==> config.mk <==
export PLATFORM = sky130hd
export DESIGN_NAME = piso_serializer_flat
export DESIGN_NICKNAME = d
export VERILOG_FILES = /design/src/rtl/piso_serializer_if.sv /design/src/rtl/piso_serializer.sv /design/src/flat_wrapper.sv
export SDC_FILE = /design/constraint.sdc
export NUM_CORES = 1
export LEC_CHECK = 0
export ABC_AREA = 1
export BUFFER_PORTS_ARGS = -buffer_cell sky130_fd_sc_hd__buf_2
export CORE_UTILIZATION = 47
export CTS_CLUSTER_DIAMETER = 120
export CTS_CLUSTER_SIZE = 24
export DETAILED_ROUTE_END_ITERATION = 8
export PLACE_DENSITY = 0.77
export RECOVER_POWER = 25
export SLEW_MARGIN = 20
export SYNTH_ARGS = -nofsm -noshare
export SYNTH_HDL_FRONTEND = slang
export SYNTH_SLANG_ARGS = --single-unit
==> constraint.sdc <==
create_clock -name clk -period 1.65 [get_ports clk]
set_input_delay 0.0825 -clock clk [delete_from_list [all_inputs] [get_ports clk]]
set_output_delay 0.0825 -clock clk [all_outputs]
set_load 0.02 [all_outputs]
==> src/rtl/piso_serializer_if.sv <==
// Load handshake, shift control and serial/parallel outputs of the PISO serializer.
// The producer side drives load and shift controls; the serializer drives everything else.
interface piso_serializer_if #(
  parameter int WIDTH = 8
);
  logic             load_valid;
  logic             load_ready;
  logic [WIDTH-1:0] load_data;
  logic             shift_en;
  logic             sdi;
  logic             sdo;
  logic             sdo_valid;
  logic             frame_start;
  logic             last;
  logic [WIDTH-1:0] q;

  modport master (
    output load_valid, load_data, shift_en, sdi,
    input  load_ready, sdo, sdo_valid, frame_start, last, q
  );

  modport slave (
    input  load_valid, load_data, shift_en, sdi,
    output load_ready, sdo, sdo_valid, frame_start, last, q
  );
endinterface

==> src/rtl/piso_serializer.sv <==
// Parallel-in/serial-out serializer with gapless reload on the final bit, shift stall,
// and capture of the bits arriving on sdi into the vacated end of the register.
module piso_serializer #(
  parameter int WIDTH     = 8,
  parameter bit MSB_FIRST = 1'b1
) (
  input logic             clk,
  input logic             reset_n,
  piso_serializer_if.slave bus
);
  localparam int CW = (WIDTH > 1) ? $clog2(WIDTH) : 1;
  localparam logic [CW-1:0] CNT_LAST = CW'(WIDTH - 1);

  typedef enum logic {
    IDLE,
    SHIFT
  } state_t;

  state_t           state, state_nx;
  logic [WIDTH-1:0] shreg, shreg_nx, shreg_shifted;
  logic [CW-1:0]    cnt, cnt_nx;
  logic             load_ready;
  logic             accept;
  logic             final_bit;

  always_ff @(posedge clk or negedge reset_n) begin
    if (!reset_n) begin
      state <= IDLE;
      shreg <= '0;
      cnt   <= '0;
    end else begin
      state <= state_nx;
      shreg <= shreg_nx;
      cnt   <= cnt_nx;
    end
  end

  // The final-bit cycle is the only SHIFT cycle that may accept, which is what keeps frames gapless.
  always_comb begin
    final_bit     = (state == SHIFT) && (cnt == CNT_LAST);
    load_ready    = (state == IDLE) || (final_bit && bus.shift_en);
    accept        = bus.load_valid && load_ready;
    shreg_shifted = MSB_FIRST ? {shreg[WIDTH-2:0], bus.sdi} : {bus.sdi, shreg[WIDTH-1:1]};
  end

  always_comb begin
    state_nx = state;
    shreg_nx = shreg;
    cnt_nx   = cnt;
    case (state)
      IDLE: begin
        if (accept) begin
          shreg_nx = bus.load_data;
          cnt_nx   = '0;
          state_nx = SHIFT;
        end
      end
      SHIFT: begin
        if (bus.shift_en) begin
          if (!final_bit) begin
            shreg_nx = shreg_shifted;
            cnt_nx   = cnt + CW'(1);
          end else if (accept) begin
            shreg_nx = bus.load_data;
            cnt_nx   = '0;
          end else begin
            shreg_nx = shreg_shifted;
            cnt_nx   = '0;
            state_nx = IDLE;
          end
        end
      end
      default: begin
        state_nx = IDLE;
        cnt_nx   = '0;
      end
    endcase
  end

  assign bus.load_ready  = load_ready;
  assign bus.sdo_valid   = (state == SHIFT);
  assign bus.sdo         = (state == SHIFT) ? (MSB_FIRST ? shreg[WIDTH-1] : shreg[0]) : 1'b0;
  assign bus.frame_start = (state == SHIFT) && (cnt == '0);
  assign bus.last        = final_bit;
  assign bus.q           = shreg;
endmodule

==> src/flat_wrapper.sv <==
// flat-port wrapper written by rule: the top's interface ports become plain ports
module piso_serializer_flat 
#(
  parameter int WIDTH     = 8,
  parameter bit MSB_FIRST = 1'b1
)
  (clk, reset_n, bus_load_valid, bus_load_data, bus_shift_en, bus_sdi, bus_load_ready, bus_sdo, bus_sdo_valid, bus_frame_start, bus_last, bus_q);
  piso_serializer_if #(.WIDTH(WIDTH)) bus_i ();
  input logic clk;
  input logic reset_n;
  input wire logic [$bits(bus_i.load_valid)-1:0] bus_load_valid;
  input wire logic [$bits(bus_i.load_data)-1:0] bus_load_data;
  input wire logic [$bits(bus_i.shift_en)-1:0] bus_shift_en;
  input wire logic [$bits(bus_i.sdi)-1:0] bus_sdi;
  output wire logic [$bits(bus_i.load_ready)-1:0] bus_load_ready;
  output wire logic [$bits(bus_i.sdo)-1:0] bus_sdo;
  output wire logic [$bits(bus_i.sdo_valid)-1:0] bus_sdo_valid;
  output wire logic [$bits(bus_i.frame_start)-1:0] bus_frame_start;
  output wire logic [$bits(bus_i.last)-1:0] bus_last;
  output wire logic [$bits(bus_i.q)-1:0] bus_q;
  assign bus_i.load_valid = bus_load_valid;
  assign bus_i.load_data = bus_load_data;
  assign bus_i.shift_en = bus_shift_en;
  assign bus_i.sdi = bus_sdi;
  assign bus_load_ready = bus_i.load_ready;
  assign bus_sdo = bus_i.sdo;
  assign bus_sdo_valid = bus_i.sdo_valid;
  assign bus_frame_start = bus_i.frame_start;
  assign bus_last = bus_i.last;
  assign bus_q = bus_i.q;
  piso_serializer #(.WIDTH(WIDTH), .MSB_FIRST(MSB_FIRST)) u_core (.clk(clk), .reset_n(reset_n), .bus(bus_i));
endmodule
# --- Yosys cells after proc, flatten, opt, wreduce, memory -nomap -nowiden ---
# Index checks and enable logic that the tools add are counted.
op_classes:
  reduce_logical: 7
  n_bitwise: 1
  muxes: 14
  eq_ne: 3
  add_sub_neg: 1
op_table:
  columns: ["operator", "n"]
  rows:
  - ["8-bit two-way mux", 4]
  - ["8-bit one-hot mux with 2 select lines", 1]
  - ["3-bit two-way mux", 3]
  - ["3-bit one-hot mux with 2 select lines", 1]
  - ["1-bit logical AND", 4]
  - ["1-bit two-way mux", 4]
  - ["3-bit by 1-bit adder with 3-bit output (second input constant)", 1]
  - ["3-bit equality test (second input constant)", 1]
  - ["3-bit logical NOT", 1]
  - ["2-bit by 1-bit != test with 1-bit output (second input constant)", 1]
  - ["2-bit != test (second input constant)", 1]
  - ["1-bit one-hot mux with 2 select lines", 1]
  - ["2-bit AND reduction", 1]
  - ["1-bit logical OR", 1]
  - ["1-bit NOT", 1]
word_totals:
  out_inout_bits: 13
  inputBits: 13
  wordCells: 29
  ff_bits: 12

# --- Depth between registers and ports, before layout ---
depth:
  depth_word: 9
  ltp_mapped: 7
  ltp_nobuf: 7

# --- Worst setup path before layout ---
# No wires, ideal clock.
synth_path:
  kind: "reg2reg"
  from: "reg u_core.cnt[0]"
  to: "reg u_core.shreg[6], in the netlist u_core.bus.q[6]"
  setup_time_ns: 0.065
  path_buffers: 0
  arrival_ns: 1.268
  required_ns: 1.585
  synth_period_minus_slack_ns: 1.333
  slack_ns: 0.317
  path_stages_with_launch: 8
  cell_sequence: "dfrtp_1 ha_1 ha_1 nand3_2 nand2_1 nand2_1 nand3_1 nand2_1"
synth_via:
  elab_chain_cells: 9
  word_cells_on_any_way: 11
  classes_between: "2 x eq/ne; 4 x mux; 5 x reduce/logical"
synth_lines:
  columns: ["item", "line", "text"]
  rows:
  - ["start, declared", "piso_serializer.sv:21", "logic [CW-1:0] cnt, cnt_nx;"]
  - ["start signal, assigned", "piso_serializer.sv:34", "cnt <= cnt_nx;"]
  - ["3-bit equality test (*)", "piso_serializer.sv:40", "final_bit = (state == SHIFT) && (cnt == CNT_LAST);"]
  - ["1-bit logical AND (*)", "piso_serializer.sv:40", null]
  - ["1-bit logical AND", "piso_serializer.sv:41", "load_ready = (state == IDLE) || (final_bit && bus.shift_en);"]
  - ["1-bit logical OR", "piso_serializer.sv:41", null]
  - ["1-bit logical AND", "piso_serializer.sv:42", "accept = bus.load_valid && load_ready;"]
  - ["8-bit two-way mux", "piso_serializer.sv:63", "end else if (accept) begin"]
  - ["8-bit two-way mux", "piso_serializer.sv:60", "if (!final_bit) begin"]
  - ["8-bit two-way mux", "piso_serializer.sv:59", "if (bus.shift_en) begin"]
  - ["8-bit one-hot mux with 2 select lines", "piso_serializer.sv:50", "case (state)"]
  - ["end signal, assigned", "piso_serializer.sv:33", "shreg <= shreg_nx;"]
  - ["end, declared", "piso_serializer.sv:20", "logic [WIDTH-1:0] shreg, shreg_nx, shreg_shifted;"]
# Every way passes the cells marked *; elsewhere a longest branch is shown, timed or not. The select of a mux whose other input is x is not followed.
# A chain may end at the register's enable or synchronous reset.

# --- Worst setup path in the final report ---
layout_path:
  from: "reg u_core.cnt[0]"
  to: "out bus_load_ready"
layout_via:
  elab_chain_cells: 4
layout_lines:
  columns: ["item", "line", "text"]
  rows:
  - ["3-bit equality test", "piso_serializer.sv:40", null]
  - ["1-bit logical AND", "piso_serializer.sv:40", null]
  - ["1-bit logical AND", "piso_serializer.sv:41", null]
  - ["1-bit logical OR", "piso_serializer.sv:41", null]
  - ["end, declared", "flat_wrapper.sv:15", "output wire logic [$bits(bus_i.load_ready)-1:0] bus_load_ready;"]
# Every way passes these cells.

==> flow_metrics.tcl <==
set metrics [dict create \
    clockBufferDepth 2 \
    power.density_mw_per_mm2 1584 \
    grt_remaining_overflow 0 \
    rows 13 \
    antenna_found_initial 0 \
    holdCritPathClass "in -> reg" \
    reg2reg_to "u_core.bus.q[2]" \
    synthArstFlopShare_pct 100.0 \
    grt_pass1_vias 511 \
    path_buf_inv 1 \
    synth_xor_area_share_pct 0 \
    synth_top_area_share_pct 42.93 \
    worst_pin_slew_ns 0.6360 \
    ant_nets 0 \
    cp_slowest_cell "dfrtp_1" \
    min_period_ns 1.484 \
    critPathLaunch "u_core.cnt[0]" \
    ff2ff_setup_slack_ns 0.22 \
    die_area_mm2 0.001646 \
    synth_commonest_cells "nand2_1 (34), inv_1 (23), nand3_1 (18)" \
    ys_seq_area_share_pct 42.93 \
    clk_pin_slew_worst_paths_ns 0.07 \
    static-leakage-power_uw 0.0005768 \
    grt_start_max_net_pins 14 \
    yosys.area_share.simple_pct 33.09 \
    remaining_drc_errors 0 \
    drive_gt1_share_pct 26.36 \
    setup_viol 0 \
    place.gp.congestion 0.7914 \
    synth.most_common_cell "nand2_1" \
    fin_crit_sh_pct 89.92 \
    clock_skew_ns 0.002928 \
    stdcell_count 144 \
    ys_seq_elements 12 \
    synth_cells 99 \
    netlist_area_um2 699.4 \
    p_total_uw 1409 \
    timing.max_slew.rel_slack_pct 57.60 \
    syn_area_per_cell_um2 7.065 \
    crit_path_cell_trace "ha_1 > ha_1 > nand2_1 > nand2_1 > buf_2" \
    yosysTopAreaCell "dfrtp_1" \
    drt_iter0_drc 14 \
    holdCritStartpoint "bus_load_valid" \
    place_area_um2 842.1 \
    rsz0062_at_grt "false" \
    drv_cap 0 \
    fin_setup_tns_ns 0 \
    synthAdderAreaFrac_pct 5.367 \
    drv_slew 0 \
    crit_family "adder cells" \
    synthMuxAreaShare_pct 0 \
    grt_use_total_pct 18.97 \
    cts_tree "built" \
    io_buffers 25 \
    fp.coreArea_mm2 0.001350 \
    wire_per_inst_um 9.361 \
    nets 146 \
    arrival_ns 1.40 \
    grt_pass1_wl_um 2007 \
    cp.depth 5 \
    cts.sinks 12 \
    outcome "complete, no violations" \
    synth_fp_nets 115 \
    crit_path_start_kind "flop" \
    drtPass1Iterations 4 \
    ys_types 13 \
    yosysWarnings 0 \
    rr_worst_depth 7 \
    dp_hpwl_um 1044 \
    timing.rr.start "u_core.cnt[0]" \
    synth-compound-area-share_pct 3.399 \
    path_class "reg -> out" \
    fmax_mhz 674.0 \
    clk_latency_ns 0.28 \
    finalInstanceArea_um2 889.6 \
    start_util_pct 51.81 \
    wl_um 1348 \
    numCtsBuffers 3 \
    die_x_um 40.58 \
    synth_top_family_by_area "simple AND/OR/NAND/NOR gates" \
    n_fill_cell 134 \
    die_y_um 40.58 \
    hold_viol 0 \
    synth_edf_count 0 \
    via_per_inst 4.813 \
    ys_top_cells_by_area "dfrtp_1 (43%), nand2_1 (18%), nand3_1 (13%), inv_1 (12%), ha_1 (5.4%)" \
    crit_required_ns 1.57 \
    cts_max_level 1 \
    cts_root_buf "clkbuf_4" \
    ir_worst_vdd_uv 928.3 \
    ios 26 \
    synth_ff_type "dfrtp_1" \
    n_antenna_cell 0 \
    max_stage_delay_ns 0.41 \
    critPathMaxFanout 4 \
    dp.cells 139 \
    crit_path_end "bus_load_ready" \
    cp-end-kind "output port" \
    vias 693 \
    syn2layout_area_growth_pct 27.19 \
]
-- registers in the layout, indices dropped and copies added (netlist names) --
signal	count
u_core.bus.q	8
u_core.bus.sdo_valid	1
u_core.cnt	3
-- cells by family after synthesis --
logic type | Yosys count
AOI/OAI and AO/OA | 4
buffers and inverters | 26
adders and majority gates | 3
and+or+nand+nor | 54
DFF | 12
-- layer usage --
metal | global-route usage (%) | share of wire, % | vias to the layer above
met4 | 2.500 | 0.96 | 0
met2 | 30.56 | 45 | 20
met1 | 22.79 | 48 | 309
met3 | 10.00 | 5.7 | 3
li1 | - | - | 361
met5 | 0 | 0 | -
-- report_power, final --
group / switching, µW / internal, µW / leakage (µW) / total, µW
logic: 412 / 255 / 0.000409 / 667
registers: 90.7 / 417 / 0.000147 / 508
clock network: 99.6 / 134 / 0.0000210 / 234
total: 602 / 807 / 0.000577 / 1410
-- cells in the final DEF, fill, tap and decap left out, types with 2 or more instances in the layout --
cell type / count
nand3_1: 18
buf_4: 2
a21oi_1: 2
clkbuf_4: 3
inv_1: 23
dfrtp_1: 12
buf_2: 24
ha_1: 3
nand2_1: 33
-- through the flow --
stage          setup slack, ns  util, %  hold WS (ns)
2_1_floorplan           0.3166        -       -0.2131
3_3_place_gp            0.1941    62.37      -0.02786
3_5_place_dp            0.1454    62.37      -0.03006
4_1_cts                 0.1285    65.80       0.04773
5_1_grt                0.04640    65.89       0.07838
6_report                0.1664    65.89       0.04601
-- worst min-delay path, delay by kind of cell --
family                 cells  cell delay [ns]
buffers and inverters      2             0.16
and+or+nand+nor            1             0.06
-- how the worst min path moves through the flow --
stage               depth (start not counted)  slack, ns              endpoint
finish                                      3       0.05  u_core.bus.sdo_valid
global route                                3       0.08  u_core.bus.sdo_valid
CTS                                         3       0.05  u_core.bus.sdo_valid
detailed placement                          1      -0.03  u_core.bus.sdo_valid
global placement                            1      -0.03  u_core.bus.sdo_valid
floorplan                                   0      -0.21       u_core.bus.q[0]
-- area by class of cell --
cell class	instances	area, µm²	share of cell area (%)
flip-flops and latches	12	300.3	33.76
inverters	24	90.09	10.13
repair buffers	28	148.9	16.74
clock buffers	4	36.28	4.079
well taps	15	18.77	2.110
multi-input cells	61	295.3	33.19
-- what timing repair did --
item | CTS | global route
hold buffers | 1 | 0
resized for setup | 0 | 1
setup buffers | 0 | 0
hold endpoints to repair | 12 | 0
setup endpoints to repair | 0 | 6
Note: power is estimated with default switching activity, not from simulation.
